$ cat src/rtl/id_ex_stage_if.sv
// Bundle of Decode-side inputs, write-back bypass inputs and Execute-side
// outputs of the ID/EX pipeline register. The stage is the slave; whoever
// drives Decode/Write-back and observes Execute is the master.
interface id_ex_stage_if #(
  parameter int CTRL_W = 16,
  parameter int CNT_W  = 32
) ();

  // Decode instruction
  logic              id_valid;
  logic [31:0]       id_pc;
  logic [4:0]        id_rs1;
  logic [4:0]        id_rs2;
  logic [4:0]        id_rd;
  logic [31:0]       id_rd1;
  logic [31:0]       id_rd2;
  logic              id_uses_rs1;
  logic              id_uses_rs2;
  logic [31:0]       id_imm;
  logic [CTRL_W-1:0] id_ctrl;
  logic              id_reg_we;
  logic              id_mem_read;

  // Write-back port of the register file
  logic              wb_we;
  logic [4:0]        wb_wa;
  logic [31:0]       wb_wd;

  // Pipeline control
  logic              ex_ready;
  logic              flush;
  logic              id_stall;

  // Execute slot
  logic              ex_valid;
  logic [31:0]       ex_pc;
  logic [31:0]       ex_imm;
  logic [4:0]        ex_rs1;
  logic [4:0]        ex_rs2;
  logic [4:0]        ex_rd;
  logic [31:0]       ex_op1;
  logic [31:0]       ex_op2;
  logic [CTRL_W-1:0] ex_ctrl;
  logic              ex_reg_we;
  logic              ex_mem_read;

  // Event counters
  logic [CNT_W-1:0]  hazard_cnt;
  logic [CNT_W-1:0]  flush_cnt;

  modport master (
    output id_valid, id_pc, id_rs1, id_rs2, id_rd, id_rd1, id_rd2,
           id_uses_rs1, id_uses_rs2, id_imm, id_ctrl, id_reg_we, id_mem_read,
           wb_we, wb_wa, wb_wd, ex_ready, flush,
    input  id_stall, ex_valid, ex_pc, ex_imm, ex_rs1, ex_rs2, ex_rd,
           ex_op1, ex_op2, ex_ctrl, ex_reg_we, ex_mem_read,
           hazard_cnt, flush_cnt
  );

  modport slave (
    input  id_valid, id_pc, id_rs1, id_rs2, id_rd, id_rd1, id_rd2,
           id_uses_rs1, id_uses_rs2, id_imm, id_ctrl, id_reg_we, id_mem_read,
           wb_we, wb_wa, wb_wd, ex_ready, flush,
    output id_stall, ex_valid, ex_pc, ex_imm, ex_rs1, ex_rs2, ex_rd,
           ex_op1, ex_op2, ex_ctrl, ex_reg_we, ex_mem_read,
           hazard_cnt, flush_cnt
  );

endinterface

$ cat src/rtl/id_ex_stage.sv
// ID/EX pipeline register with write-back bypass, load-use bubble insertion,
// back-pressure hold, branch flush and saturating hazard/flush counters.
module id_ex_stage #(
  parameter int CTRL_W = 16,
  parameter int CNT_W  = 32
) (
  input  logic         clk,
  input  logic         rst,
  id_ex_stage_if.slave bus
);

  localparam logic [CNT_W-1:0] CntMax = '1;

  logic [31:0]       op1N, op2N;
  logic              hold, hazard;

  logic              exValid_q,   exValid_d;
  logic [31:0]       exPc_q,      exPc_d;
  logic [31:0]       exImm_q,     exImm_d;
  logic [4:0]        exRs1_q,     exRs1_d;
  logic [4:0]        exRs2_q,     exRs2_d;
  logic [4:0]        exRd_q,      exRd_d;
  logic [31:0]       exOp1_q,     exOp1_d;
  logic [31:0]       exOp2_q,     exOp2_d;
  logic [CTRL_W-1:0] exCtrl_q,    exCtrl_d;
  logic              exRegWe_q,   exRegWe_d;
  logic              exMemRead_q, exMemRead_d;
  logic [CNT_W-1:0]  hazardCnt_q, hazardCnt_d;
  logic [CNT_W-1:0]  flushCnt_q,  flushCnt_d;

  // Operand bypass: x0 reads as zero, a same-cycle write-back wins over the stale register-file read
  always_comb begin
    op1N = bus.id_rd1;
    op2N = bus.id_rd2;
    if (bus.id_rs1 == 5'd0) begin
      op1N = 32'd0;
    end else if (bus.wb_we && (bus.wb_wa != 5'd0) && (bus.wb_wa == bus.id_rs1)) begin
      op1N = bus.wb_wd;
    end
    if (bus.id_rs2 == 5'd0) begin
      op2N = 32'd0;
    end else if (bus.wb_we && (bus.wb_wa != 5'd0) && (bus.wb_wa == bus.id_rs2)) begin
      op2N = bus.wb_wd;
    end
  end

  // Back-pressure and load-use detection; a load targeting x0 never stalls
  always_comb begin
    hold   = exValid_q && !bus.ex_ready;
    hazard = bus.id_valid && exValid_q && exMemRead_q && (exRd_q != 5'd0) &&
             ((bus.id_uses_rs1 && (bus.id_rs1 == exRd_q)) ||
              (bus.id_uses_rs2 && (bus.id_rs2 == exRd_q)));
  end

  assign bus.id_stall = !rst && !bus.flush && (hold || hazard);

  // Next-state selection in priority order: flush, hold, bubble, load
  always_comb begin
    exValid_d   = exValid_q;
    exPc_d      = exPc_q;
    exImm_d     = exImm_q;
    exRs1_d     = exRs1_q;
    exRs2_d     = exRs2_q;
    exRd_d      = exRd_q;
    exOp1_d     = exOp1_q;
    exOp2_d     = exOp2_q;
    exCtrl_d    = exCtrl_q;
    exRegWe_d   = exRegWe_q;
    exMemRead_d = exMemRead_q;
    hazardCnt_d = hazardCnt_q;
    flushCnt_d  = flushCnt_q;
    if (bus.flush) begin
      exValid_d   = 1'b0;
      exRegWe_d   = 1'b0;
      exMemRead_d = 1'b0;
      exCtrl_d    = '0;
      if (flushCnt_q != CntMax) flushCnt_d = flushCnt_q + CNT_W'(1);
    end else if (hold) begin
      exValid_d = exValid_q;
    end else if (hazard) begin
      exValid_d   = 1'b0;
      exRegWe_d   = 1'b0;
      exMemRead_d = 1'b0;
      exCtrl_d    = '0;
      if (hazardCnt_q != CntMax) hazardCnt_d = hazardCnt_q + CNT_W'(1);
    end else begin
      exValid_d   = bus.id_valid;
      exPc_d      = bus.id_pc;
      exImm_d     = bus.id_imm;
      exRs1_d     = bus.id_rs1;
      exRs2_d     = bus.id_rs2;
      exRd_d      = bus.id_rd;
      exOp1_d     = op1N;
      exOp2_d     = op2N;
      exCtrl_d    = bus.id_valid ? bus.id_ctrl : '0;
      exRegWe_d   = bus.id_reg_we && bus.id_valid;
      exMemRead_d = bus.id_mem_read && bus.id_valid;
    end
  end

  // Pipeline register with synchronous clear
  always_ff @(posedge clk) begin
    if (rst) begin
      exValid_q   <= 1'b0;
      exPc_q      <= '0;
      exImm_q     <= '0;
      exRs1_q     <= '0;
      exRs2_q     <= '0;
      exRd_q      <= '0;
      exOp1_q     <= '0;
      exOp2_q     <= '0;
      exCtrl_q    <= '0;
      exRegWe_q   <= 1'b0;
      exMemRead_q <= 1'b0;
      hazardCnt_q <= '0;
      flushCnt_q  <= '0;
    end else begin
      exValid_q   <= exValid_d;
      exPc_q      <= exPc_d;
      exImm_q     <= exImm_d;
      exRs1_q     <= exRs1_d;
      exRs2_q     <= exRs2_d;
      exRd_q      <= exRd_d;
      exOp1_q     <= exOp1_d;
      exOp2_q     <= exOp2_d;
      exCtrl_q    <= exCtrl_d;
      exRegWe_q   <= exRegWe_d;
      exMemRead_q <= exMemRead_d;
      hazardCnt_q <= hazardCnt_d;
      flushCnt_q  <= flushCnt_d;
    end
  end

  assign bus.ex_valid    = exValid_q;
  assign bus.ex_pc       = exPc_q;
  assign bus.ex_imm      = exImm_q;
  assign bus.ex_rs1      = exRs1_q;
  assign bus.ex_rs2      = exRs2_q;
  assign bus.ex_rd       = exRd_q;
  assign bus.ex_op1      = exOp1_q;
  assign bus.ex_op2      = exOp2_q;
  assign bus.ex_ctrl     = exCtrl_q;
  assign bus.ex_reg_we   = exRegWe_q;
  assign bus.ex_mem_read = exMemRead_q;
  assign bus.hazard_cnt  = hazardCnt_q;
  assign bus.flush_cnt   = flushCnt_q;

endmodule

$ cat src/flat_wrapper.sv
// flat-port wrapper written by rule: the top's interface ports become plain ports
module id_ex_stage_flat 
#(
  parameter int CTRL_W = 16,
  parameter int CNT_W  = 32
)
  (clk, rst, bus_id_valid, bus_id_pc, bus_id_rs1, bus_id_rs2, bus_id_rd, bus_id_rd1, bus_id_rd2, bus_id_uses_rs1, bus_id_uses_rs2, bus_id_imm, bus_id_ctrl, bus_id_reg_we, bus_id_mem_read, bus_wb_we, bus_wb_wa, bus_wb_wd, bus_ex_ready, bus_flush, bus_id_stall, bus_ex_valid, bus_ex_pc, bus_ex_imm, bus_ex_rs1, bus_ex_rs2, bus_ex_rd, bus_ex_op1, bus_ex_op2, bus_ex_ctrl, bus_ex_reg_we, bus_ex_mem_read, bus_hazard_cnt, bus_flush_cnt);
  id_ex_stage_if #(.CTRL_W(CTRL_W), .CNT_W(CNT_W)) bus_i ();
  input  logic clk;
  input  logic rst;
  input wire logic [$bits(bus_i.id_valid)-1:0] bus_id_valid;
  input wire logic [$bits(bus_i.id_pc)-1:0] bus_id_pc;
  input wire logic [$bits(bus_i.id_rs1)-1:0] bus_id_rs1;
  input wire logic [$bits(bus_i.id_rs2)-1:0] bus_id_rs2;
  input wire logic [$bits(bus_i.id_rd)-1:0] bus_id_rd;
  input wire logic [$bits(bus_i.id_rd1)-1:0] bus_id_rd1;
  input wire logic [$bits(bus_i.id_rd2)-1:0] bus_id_rd2;
  input wire logic [$bits(bus_i.id_uses_rs1)-1:0] bus_id_uses_rs1;
  input wire logic [$bits(bus_i.id_uses_rs2)-1:0] bus_id_uses_rs2;
  input wire logic [$bits(bus_i.id_imm)-1:0] bus_id_imm;
  input wire logic [$bits(bus_i.id_ctrl)-1:0] bus_id_ctrl;
  input wire logic [$bits(bus_i.id_reg_we)-1:0] bus_id_reg_we;
  input wire logic [$bits(bus_i.id_mem_read)-1:0] bus_id_mem_read;
  input wire logic [$bits(bus_i.wb_we)-1:0] bus_wb_we;
  input wire logic [$bits(bus_i.wb_wa)-1:0] bus_wb_wa;
  input wire logic [$bits(bus_i.wb_wd)-1:0] bus_wb_wd;
  input wire logic [$bits(bus_i.ex_ready)-1:0] bus_ex_ready;
  input wire logic [$bits(bus_i.flush)-1:0] bus_flush;
  output wire logic [$bits(bus_i.id_stall)-1:0] bus_id_stall;
  output wire logic [$bits(bus_i.ex_valid)-1:0] bus_ex_valid;
  output wire logic [$bits(bus_i.ex_pc)-1:0] bus_ex_pc;
  output wire logic [$bits(bus_i.ex_imm)-1:0] bus_ex_imm;
  output wire logic [$bits(bus_i.ex_rs1)-1:0] bus_ex_rs1;
  output wire logic [$bits(bus_i.ex_rs2)-1:0] bus_ex_rs2;
  output wire logic [$bits(bus_i.ex_rd)-1:0] bus_ex_rd;
  output wire logic [$bits(bus_i.ex_op1)-1:0] bus_ex_op1;
  output wire logic [$bits(bus_i.ex_op2)-1:0] bus_ex_op2;
  output wire logic [$bits(bus_i.ex_ctrl)-1:0] bus_ex_ctrl;
  output wire logic [$bits(bus_i.ex_reg_we)-1:0] bus_ex_reg_we;
  output wire logic [$bits(bus_i.ex_mem_read)-1:0] bus_ex_mem_read;
  output wire logic [$bits(bus_i.hazard_cnt)-1:0] bus_hazard_cnt;
  output wire logic [$bits(bus_i.flush_cnt)-1:0] bus_flush_cnt;
  assign bus_i.id_valid = bus_id_valid;
  assign bus_i.id_pc = bus_id_pc;
  assign bus_i.id_rs1 = bus_id_rs1;
  assign bus_i.id_rs2 = bus_id_rs2;
  assign bus_i.id_rd = bus_id_rd;
  assign bus_i.id_rd1 = bus_id_rd1;
  assign bus_i.id_rd2 = bus_id_rd2;
  assign bus_i.id_uses_rs1 = bus_id_uses_rs1;
  assign bus_i.id_uses_rs2 = bus_id_uses_rs2;
  assign bus_i.id_imm = bus_id_imm;
  assign bus_i.id_ctrl = bus_id_ctrl;
  assign bus_i.id_reg_we = bus_id_reg_we;
  assign bus_i.id_mem_read = bus_id_mem_read;
  assign bus_i.wb_we = bus_wb_we;
  assign bus_i.wb_wa = bus_wb_wa;
  assign bus_i.wb_wd = bus_wb_wd;
  assign bus_i.ex_ready = bus_ex_ready;
  assign bus_i.flush = bus_flush;
  assign bus_id_stall = bus_i.id_stall;
  assign bus_ex_valid = bus_i.ex_valid;
  assign bus_ex_pc = bus_i.ex_pc;
  assign bus_ex_imm = bus_i.ex_imm;
  assign bus_ex_rs1 = bus_i.ex_rs1;
  assign bus_ex_rs2 = bus_i.ex_rs2;
  assign bus_ex_rd = bus_i.ex_rd;
  assign bus_ex_op1 = bus_i.ex_op1;
  assign bus_ex_op2 = bus_i.ex_op2;
  assign bus_ex_ctrl = bus_i.ex_ctrl;
  assign bus_ex_reg_we = bus_i.ex_reg_we;
  assign bus_ex_mem_read = bus_i.ex_mem_read;
  assign bus_hazard_cnt = bus_i.hazard_cnt;
  assign bus_flush_cnt = bus_i.flush_cnt;
  id_ex_stage #(.CTRL_W(CTRL_W), .CNT_W(CNT_W)) u_core (.clk(clk), .rst(rst), .bus(bus_i));
endmodule
$ cat config.mk
export PLATFORM = sky130hd
export DESIGN_NAME = id_ex_stage_flat
export DESIGN_NICKNAME = d
export VERILOG_FILES = /design/src/rtl/id_ex_stage_if.sv /design/src/rtl/id_ex_stage.sv /design/src/flat_wrapper.sv
export SDC_FILE = /design/constraint.sdc
export NUM_CORES = 1
export LEC_CHECK = 0
export CAP_MARGIN = 20
export CORE_AREA = 2 2 168 170
export CTS_BUF_LIST = sky130_fd_sc_hd__clkbuf_16
export CTS_CLUSTER_DIAMETER = 60
export CTS_CLUSTER_SIZE = 8
export DETAILED_ROUTE_END_ITERATION = 7
export DIE_AREA = 0 0 170 172
export GPL_ROUTABILITY_DRIVEN = 1
export GPL_TIMING_DRIVEN = 0
export PLACE_DENSITY = 0.85
export SYNTH_ARGS = -nofsm -noshare
export SYNTH_HDL_FRONTEND = slang
export SYNTH_SLANG_ARGS = --single-unit
$ cat constraint.sdc
create_clock -name clk -period 2.14 [get_ports clk]
set_clock_uncertainty 0.15 [all_clocks]
set_input_delay 0.214 -clock clk [delete_from_list [all_inputs] [get_ports clk]]
set_output_delay 0.214 -clock clk [all_outputs]
set_load 0.01 [all_outputs]
==> results of run 1 <==
worst reg2reg max path, stage by stage (launching register included):
cell       delay, ns
dfxtp_4         0.39
xnor2_2         0.12
nand4_1         0.24
o22ai_4         0.30
buf_6           0.16
a211o_1         0.19
buf_8           0.17
clkbuf_16       0.19
clkbuf_16       0.15
nand3b_1        0.18
o31ai_2         0.18
cell usage after synthesis (4+ instances only):
master	number	share of area
nor2_1	53	0.020
nor3_1	16	0.0082
xnor2_1	35	0.031
dfxtp_1	226	0.46
or4_1	17	0.013
and3_1	6	0.0039
inv_1	12	0.0046
nand3b_1	64	0.049
a21oi_1	110	0.056
or3_1	19	0.012
nand2_1	180	0.069
buf_1	5	0.0019
a32o_1	18	0.018
nand3_1	30	0.015
nor2b_1	7	0.0045
buf_2	12	0.0062
nor4_1	7	0.0045
xor2_1	12	0.011
mux2_2	6	0.0069
o21ai_0	18	0.0092
nand4_1	24	0.015
clkbuf_1	62	0.024
or2_2	4	0.0026
mux2i_1	66	0.068
o31ai_1	74	0.057
path summary, 6_finish.rpt:
check	endpoint	cells after the start	slack, ns	startpoint
setup / recovery	u_core.bus.ex_op1[29]	10	-0.42	u_core.bus.ex_rd[3]
hold / removal	u_core.bus.ex_valid	2	0.09	bus_flush
hold reg to reg	u_core.bus.ex_imm[18]	2	0.30	u_core.bus.ex_imm[18]
setup reg to reg	u_core.bus.ex_op1[29]	10	-0.42	u_core.bus.ex_rd[3]
metrics by stage:
step | cell area [um2] | hold slack, ns | setup TNS [ns]
2_1_floorplan | 9879 | 0.1925 | -0.4798
3_3_place_gp | 14630 | 0.2915 | -240.61
3_5_place_dp | 14630 | 0.2955 | -241.46
4_1_cts | 17500 | 0.04117 | -25.47
5_1_grt | 18830 | 0.09567 | -46.93
6_report | 18840 | 0.08675 | -35.14
cell families (layout without fill, tap and decap cells):
family	Yosys count	count (layout)	share of synthesized area
other	0	10	0
and+or+nand+nor	435	435	0.2266
buffers and inverters	92	687	0.03773
DFF	226	226	0.4641
xor gates and xnor gates	47	47	0.04222
AOI/OAI and AO/OA	230	230	0.1521
muxes	72	72	0.07469
adders and majority gates	2	2	0.002566
repair_timing:
action	in CTS	in global routing
resized for setup	284	254
pin swaps	101	123
hold endpoints to repair	0	0
gates cloned	14	10
endpoints found under the setup margin	219	225
setup buffers	65	29
flip-flops by register name, indices dropped and copies added, names as in the netlist, 5 cells and up:
register,flops
u_core.bus.ex_op2,32
u_core.bus.ex_op1,32
u_core.bus.ex_rs1,5
u_core.bus.ex_imm,32
u_core.bus.ex_pc,32
u_core.bus.ex_rd,5
u_core.bus.ex_rs2,5
u_core.bus.flush_cnt,32
u_core.bus.hazard_cnt,32
u_core.bus.ex_ctrl,16
cell type report:
cell class,instances,area [um2]
diodes,10,25.02
plain buffers,76,753.2
clock buffers,37,925.9
clock inverters,16,132.6
fillers,1767,8637
inverters,12,45.04
multi-input cells,786,6290
flip-flops and latches,226,4636
well taps,346,432.9
repair buffers,546,5599
layout by cell type, fill, tap and decap left out, types with 27 or more instances in the layout:
cell               n
clkdlybuf4s50_1  429
dfxtp_1          179
nand2_1          116
a21oi_2           67
mux2i_1           66
nand3b_1          64
buf_4             62
clkbuf_16         54
nor2_1            47
a21oi_1           41
nand2_4           40
o31ai_2           33
xnor2_1           31
o31ai_1           30
buf_6             27
per-layer routing:
metal  track usage  vias to the layer above  part of all wire
li1              -                     5145                 -
met1        0.3010                     5686              0.35
met2        0.5182                      848              0.49
met3       0.08537                      254             0.093
met4        0.1408                        0             0.067
met5             0                        -                 0
where the power goes:
group | internal, W | switching, W
clock | 0.00323 | 0.00212
combinational | 0.00114 | 0.000937
sequential | 0.00438 | 0.000145
==> results.ini, run 1 <==
[global_route]
grt_pass1_wl_mm = 64.73
grt_usage = 0.2851
antenna_found_initial = 9
grt.overflow.total = 0
grt_pass1_vias = 11434
grt_max_degree = 11

[die]
initial_core_util = 0.3548
die_w_um = 170
fp.dieH_um = 172
die_area_um2 = 29240
core_area_um2 = 27480
pin_count = 433
rows = 61

[routing]
firstDrtPassIters = 6
drt_wl_total_mm = 51.27
drcViolationCount = 0
avgRoutedWirePerCell_um = 24.95
viasPerCell = 5.807
ant_nets = 0
vias = 11933
drt_iter0_drc = 952

[timing]
worst_pin_slew_ns = 0.8078
finalCritPeriodShare = 1.198
hold_viol = 0
timing.final.ws_setup_ns = -0.4244
rsz0062_at_grt = true
setup_viol = 211
finalCriticalPeriod_ns = 2.564
slew_viol_final = 0
max_freq_mhz = 389.9
timing.slew.headroom = 0.4615

[placement]
dp_cells = 1882
port_buffers = 431
pre_cts_slack_ns = -1.614
place_congestion = 0.9137
hpwl_mm = 29.59

[setup_path]
path_cells = xnor2_2 -> nand4_1 -> o22ai_4 -> buf_6 -> a211o_1 -> buf_8 -> clkbuf_16 -> clkbuf_16 -> nand3b_1 -> o31ai_2
start_kind = register
critPathArrivalTime_ns = 2.79
cpMostUsedCell = clkbuf_16
endpoint_kind = register
critical-path-slowest-cell = dfxtp_4
worstPathRequired_ns = 2.36
path_max_fanout = 6
max_stage_delay_ns = 0.39
path_delay_family = compound AO/OA/AOI/OAI gates
timing.critical_path.buf_inv = 4
crit_type = reg2reg

[status]
violations = negative setup slack
status = complete, but fails checks

[final_layout]
final_nets = 1893
drive_above_1_share = 0.2978
post-route-util = 0.6857
area_delta_synth_final_pct = 93.24
stdcell_count = 2055

[yosys]
synth_seq_cells = 226
synthesis.nets = 1312
synth-edff-count = 0
yosysWarnings = 0
netlist_instances = 1104
synth_ff_type = dfxtp_1
avgSynthCellArea_um2 = 8.831
ys_types = 42
synthesis.area_um2 = 9749
ys_seq_area_frac = 0.4641
synthArstFlopShare = 0

[min_path]
hp-class = in2reg

[cts]
clk_pin_slew_worst_paths_ns = 0.05
cts_buffer_depth = 3
cts_tree = built
numCtsBuffers = 37
ctsRootBufferMaster = clkbuf_16
holdBufCountCts = 0
htreeDepth = 2
clk_latency_ns = 0.52
cts_sinks = 226

[power_and_ir_drop]
p_leak_nw = 6.864
ir_drop_mv = 0.6850
finalPower_w = 0.01194
p_per_area_nw_per_um2 = 634.0

[job]
max_cap_violations = 0

No activity file was read; power rests on OpenSTA's default activity.
==> inputs of run 2 (changes only) <==
Settings changed: CORE_AREA 2 2 168 170 to unset, CORE_MARGIN set to 2, CORE_UTILIZATION set to 27, DIE_AREA 0 0 170 172 to unset, GPL_TIMING_DRIVEN 0 to unset, PLACE_DENSITY 0.85 to 0.7.
==> run 2 against run 1 <==
Against the previous run: the flow still finishes with violations (negative setup slack); final cell count grew 3.5%; first-iteration DRC count fell by 59%; via count shrank 11%; design area is 5.8% lower; critical path depth grew 1; utilization fell by 19 points; sequential cell count unchanged; setup slack better by 0.12 ns; hold slack worse by 0.016 ns; clock-buffer cell count unchanged; critical path type unchanged; critical endpoint is now u_core.bus.ex_op1[0]; largest cell class unchanged.
==> results.ini, run 2 (synthesis results as in run 1) <==
[die]
die_area_um2 = 37640  ; +29%
fp.dieH_um = 194.0  ; +13%
core_area_um2 = 35570  ; +29%
initial_core_util = 0.2741  ; -0.08073
rows = 69  ; +13%
pin_count = 433  ; unchanged
die_w_um = 194.0  ; +14%

[global_route]
grt_pass1_wl_mm = 59.38  ; -8.3%
antenna_found_initial = 3  ; -6
grt_max_degree = 106  ; +95
grt_pass1_vias = 10593  ; -7.4%
grt.overflow.total = 0  ; unchanged
grt_usage = 0.1993  ; -0.08581

[timing]
worst_pin_slew_ns = 0.9590  ; +0.1512 ns
finalCritPeriodShare = 1.142  ; -0.05594
slew_viol_final = 0  ; unchanged
timing.final.ws_setup_ns = -0.3047  ; +0.1197 ns
setup_viol = 185  ; -12%
rsz0062_at_grt = true
finalCriticalPeriod_ns = 2.445  ; -0.1197 ns
hold_viol = 0  ; unchanged
timing.slew.headroom = 0.3578  ; -0.1037
max_freq_mhz = 409.0  ; +4.9%

[placement]
place_congestion = 0.8243  ; -9.8%
place_area_um2 = 15620  ; +6.8%
hpwl_mm = 28.54  ; -3.5%
port_buffers = 432  ; +0.23%

[cts]
cts_tree = built
cts_buffer_depth = 3  ; unchanged
clk_pin_slew_worst_paths_ns = 0.05  ; about the same
cts_sinks = 226  ; unchanged
ctsRootBufferMaster = clkbuf_16
numCtsBuffers = 34  ; -8.1%
clk_latency_ns = 0.52  ; about the same
htreeDepth = 2  ; unchanged
holdBufCountCts = 0  ; unchanged

[final_layout]
final_common_cell = clkdlybuf4s50_1
final_nets = 1863  ; -1.6%
design_area_um2 = 17750  ; -5.8%
post-route-util = 0.4991  ; -0.1866
final_cell_mix = clkdlybuf4s50_1 (430), dfxtp_1 (197), nand2_1 (172)
drive_above_1_share = 0.1995  ; -0.09830
area_delta_synth_final_pct = 82.08
fillerInstances = 3269  ; +85%
ff_latch_area_um2 = 4596  ; -0.86%
multiInputGateArea_um2 = 5434  ; -14%

[setup_path]
start_kind = register
worstPathRequired_ns = 2.40  ; +0.04 ns
r2r_slack_ns = -0.30  ; +0.12 ns
crit_type = reg2reg
critPathArrivalTime_ns = 2.71  ; -0.08 ns
path_max_fanout = 9  ; +3
endpoint_kind = register

[routing]
routed-wl-met3_mm = 3.812  ; -20%
wl_met1_mm = 15.48  ; -14%
wl_met2_mm = 21.17  ; -16%
route.top_layer_used = met5
drt_iter0_drc = 390  ; -59%
drcViolationCount = 0  ; unchanged
viasPerCell = 5.021  ; -14%
firstDrtPassIters = 5  ; -1
vias = 10680  ; -11%
drt_wl_total_mm = 41.91  ; -18%
ant_nets = 0  ; unchanged
avgRoutedWirePerCell_um = 19.70  ; -21%

[power_and_ir_drop]
p_per_area_nw_per_um2 = 634.7  ; +0.11%
finalPower_w = 0.01127  ; -5.7%
p_leak_nw = 6.282  ; -8.5%
ir_drop_mv = 0.5407  ; -21%

[min_path]
hp-class = in2reg

[status]
status = complete, but fails checks
violations = negative setup slack

[job]
max_cap_violations = 0  ; unchanged

-- run 2: cell types whose count changed in the layout (fill, tap and decap cells not counted), moves of 24 or more --
| cell | previous run | this run |
|---|---|---|
| a21oi_2 | 67 | 14 |
| nand2_4 | 40 | 3 |
| buf_4 | 62 | 108 |
| a21oi_1 | 41 | 96 |
| nand2_1 | 116 | 172 |
| clkbuf_1 | 24 | 0 |
-- run 2: cell type report --
type / instances / area share
antenna: 2 / 0.0002819
tap: 461 / 0.03249
inverter: 12 / 0.002537
multi-input combinational: 788 / 0.3061
sequential: 226 / 0.2589
timing repair buffer: 593 / 0.3459
clock buffer: 37 / 0.05216
clock inverter: 8 / 0.001692
-- run 2: per-layer routing --
layer  vias up  track usage
li1       5062            -
met2       458       0.3513
met5         -            0
met3        82      0.07271
met4         2      0.08838
met1      5076       0.2130
-- run 2: worst max-delay path: stages (launching register included) --
cell and delay (ns):
dfxtp_4 0.38, xnor2_2 0.14, nand4_1 0.11, buf_6 0.13, o22ai_4 0.08, buf_4 0.15, buf_12 0.14, a211o_4 0.44
buf_12 0.20, clkbuf_16 0.17, nand3b_1 0.14, o31ai_4 0.08
-- run 2: where the power goes --
part / switching (W) / leakage (nW) / internal, W
Sequential: 0.000108 / 1.87 / 0.00438
Clock: 0.00190 / 0.491 / 0.00302
Combinational: 0.000785 / 3.92 / 0.00106
Total: 0.00279 / 6.28 / 0.00847
-- run 2: path summary, 6_finish.rpt --
check                              end  cells past startpoint                   from
max               u_core.bus.ex_op1[0]                     11    u_core.bus.ex_rd[0]
min reg2reg      u_core.bus.ex_imm[20]                      2  u_core.bus.ex_imm[20]
max reg2reg       u_core.bus.ex_op1[0]                     11    u_core.bus.ex_rd[0]
min          u_core.bus.hazard_cnt[21]                      3                    rst
-- run 2: per-stage QoR --
stage	setup slack [ns]	std cells	setup TNS, ns	hold WS, ns
after floorplan	-0.05071	1104	-0.4798	0.1925
after global placement	-0.7424	2048	-108.38	0.2906
after detailed placement	-0.7179	2048	-105.20	0.2955
after CTS	-0.2790	2097	-20.89	0.04628
after global routing	-0.4053	2126	-53.57	0.06539
final	-0.3047	2127	-29.52	0.07040
-- run 2: what timing repair did --
| item | CTS | global route |
|---|---|---|
| pin swaps | 9 | 40 |
| gates cloned | 2 | 19 |
| buffers inserted | 2 | 11 |
| endpoints found under the setup margin | 210 | 217 |
| gates resized for setup | 37 | 98 |
==> inputs of run 3 (changes only) <==
Settings changed: CAP_MARGIN 20 to 30, PLACE_DENSITY 0.7 to 0.54.
Clock period 2.14 ns to 3.1 ns, I/O delays scaled along.
==> run 3 against run 2 <==
Against the previous run: the run now ends clean; hold slack got worse by 0.021 ns; design area fell by 11%; wire length fell by 7.8%; via count fell by 8.7%; combinational power fell by 44%; die area did not move; total power fell by 32%.
==> results.ini, run 3 (synthesis results as in run 1) <==
[final_layout]
drive_above_1_share = 0.06254  ; -0.1370
area_delta_synth_final_pct = 61.33
fillerInstances = 3529  ; +8.0%
final_common_cell = clkdlybuf4s50_1
final_cell_mix = clkdlybuf4s50_1 (430), dfxtp_1 (225), nand2_1 (180)
final_nets = 1733  ; -7.0%

[timing]
worst_pin_slew_ns = 0.7636  ; -0.1953 ns
timing.slew.headroom = 0.4909  ; +0.1331
max_freq_mhz = 361.6
setup_viol = 0  ; -100%
finalCriticalPeriod_ns = 2.766
finalCritPeriodShare = 0.8921
finalHoldWorstSlack_ns = 0.04899  ; -0.02140 ns
rsz0062_at_grt = false
hold_viol = 0  ; unchanged
setup_tns_ns = 0  ; +29.52 ns
timing.final.ws_setup_ns = 0.3344  ; +0.6392 ns
slew_viol_final = 0  ; unchanged

[die]
die_area_um2 = 37640  ; unchanged
pin_count = 433  ; unchanged
core_area_um2 = 35570  ; unchanged
die_w_um = 194.0  ; unchanged
fp.dieH_um = 194.0  ; unchanged
initial_core_util = 0.2741  ; unchanged
rows = 69  ; unchanged

[cts]
cts_buffer_depth = 3  ; unchanged
cts_tree = built
clk_latency_ns = 0.51  ; about the same
clk_pin_slew_worst_paths_ns = 0.05  ; about the same
numCtsBuffers = 36  ; +5.9%
ctsRootBufferMaster = clkbuf_16
holdBufCountCts = 0  ; unchanged
cts_sinks = 226  ; unchanged
htreeDepth = 2  ; unchanged
postCtsSetupBuffers = 0  ; -2

[routing]
drt_wl_total_mm = 38.65  ; -7.8%
drt_iter0_drc = 450  ; +15%
ant_nets = 0  ; unchanged
viasPerCell = 4.873  ; -3.0%
avgRoutedWirePerCell_um = 19.33  ; -1.9%
vias = 9746  ; -8.7%
firstDrtPassIters = 4  ; -1
drcViolationCount = 0  ; unchanged

[setup_path]
r2r-start = u_core.bus.flush_cnt[16]
crit_type = reg2out
critical-path-slowest-cell = dfxtp_1
timing.critical_path.buf_inv = 1  ; -4
endpoint_kind = output pin
max_stage_delay_ns = 0.46  ; +0.02 ns
start_kind = register
critPathArrivalTime_ns = 2.31  ; -0.40 ns
crit_start = u_core.bus.ex_rd[2]
path_delay_family = compound AO/OA/AOI/OAI gates
path_cells = xnor2_1 -> nand4_1 -> o22ai_2 -> nand2_1 -> a211oi_1 -> dlygate4sd2_1
path_max_fanout = 5  ; -4
worstPathRequired_ns = 2.64  ; +0.24 ns

[power_and_ir_drop]
p_leak_nw = 5.288  ; -16%
p_per_area_nw_per_um2 = 489.8  ; -23%
finalPower_w = 0.007704  ; -32%
ir_drop_mv = 0.3901  ; -28%

[status]
status = finished clean

[placement]
port_buffers = 432  ; unchanged
hpwl_mm = 28.12  ; -1.5%
place_congestion = 0.7756  ; -5.9%
pre_cts_slack_ns = 0.03572  ; +0.7536 ns

[global_route]
grt_max_degree = 101  ; -4.7%
antenna_found_initial = 5  ; +2
grt_usage = 0.1966  ; -0.002679
grt.overflow.total = 0  ; unchanged
grt_pass1_vias = 9612  ; -9.3%
grt_pass1_wl_mm = 58.52  ; -1.5%

[min_path]
hp-class = in2reg
hold_start = rst

[job]
max_cap_violations = 0  ; unchanged

-- run 3: cell count changes in the layout (fill, tap and decap cells not counted), moves of 8 or more --
cell / change
clkbuf_16: -12
nand2_1: +8
a21oi_2: -14
o31ai_2: -23
buf_6: -16
buf_12: -13
dfxtp_2: -14
dfxtp_1: +28
o31ai_1: +25
dfxtp_4: -14
a21oi_1: +14
buf_4: -85
-- run 3: path summary, 6_finish.rpt --
check	endpoint	cells after the start	slack [ns]
setup / recovery	bus_id_stall	6	0.33
hold / removal	u_core.bus.ex_rd[3]	2	0.05
setup reg to reg	u_core.bus.flush_cnt[6]	7	0.50
hold reg to reg	u_core.bus.ex_imm[3]	2	0.30
-- run 3: timing repair --
action / 4_1_cts / 5_1_grt
resized for setup: 2 / 0
setup endpoints to repair: 1 / 0
hold endpoints to repair: 0 / 0
-- run 3: final cells by class --
class,instances,area (um2),share of cell area
diodes,4,10.01,0.0006364
clock buffers,37,925.9,0.05887
clock inverters,11,81.33,0.005171
inverters,12,45.04,0.002864
multi-input cells,786,4907,0.3120
flip-flops and latches,226,4526,0.2877
well taps,461,576.8,0.03667
repair buffers,463,4657,0.2961
-- run 3: report_power, final --
group / internal (W) / switching (W) / total, W
clock network: 0.00219 / 0.00136 / 0.00355
logic: 0.000584 / 0.000460 / 0.00104
registers: 0.00304 / 0.0000704 / 0.00311
total: 0.00582 / 0.00189 / 0.00770
-- run 3: per-stage QoR --
| step | instances | util | instance area [um2] |
|---|---|---|---|
| 2_1_floorplan | 1104 | - | 9749 |
| 3_3_place_gp | 1948 | 0.4136 | 14710 |
| 3_5_place_dp | 1948 | 0.4136 | 14710 |
| 4_1_cts | 1996 | 0.4419 | 15720 |
| 5_1_grt | 1998 | 0.4421 | 15720 |
| 6_report | 2000 | 0.4422 | 15730 |
-- run 3: layer usage --
metal	wire, um	vias up	share of wire	global-route usage
li1	-	4801	-	-
met1	15690	4541	0.41	0.2303
met2	18650	357	0.48	0.3341
met3	3578	45	0.093	0.07584
met4	712	2	0.018	0.05443
met5	13	-	0.00034	0
-- run 3: worst register-to-register path, stage by stage (launching register included) --
cell	delay (ns)
dfxtp_1	0.43
nand4_1	0.22
or4_1	0.72
o41ai_4	0.39
buf_4	0.27
nor3_1	0.09
xnor2_1	0.16
nor2_1	0.05
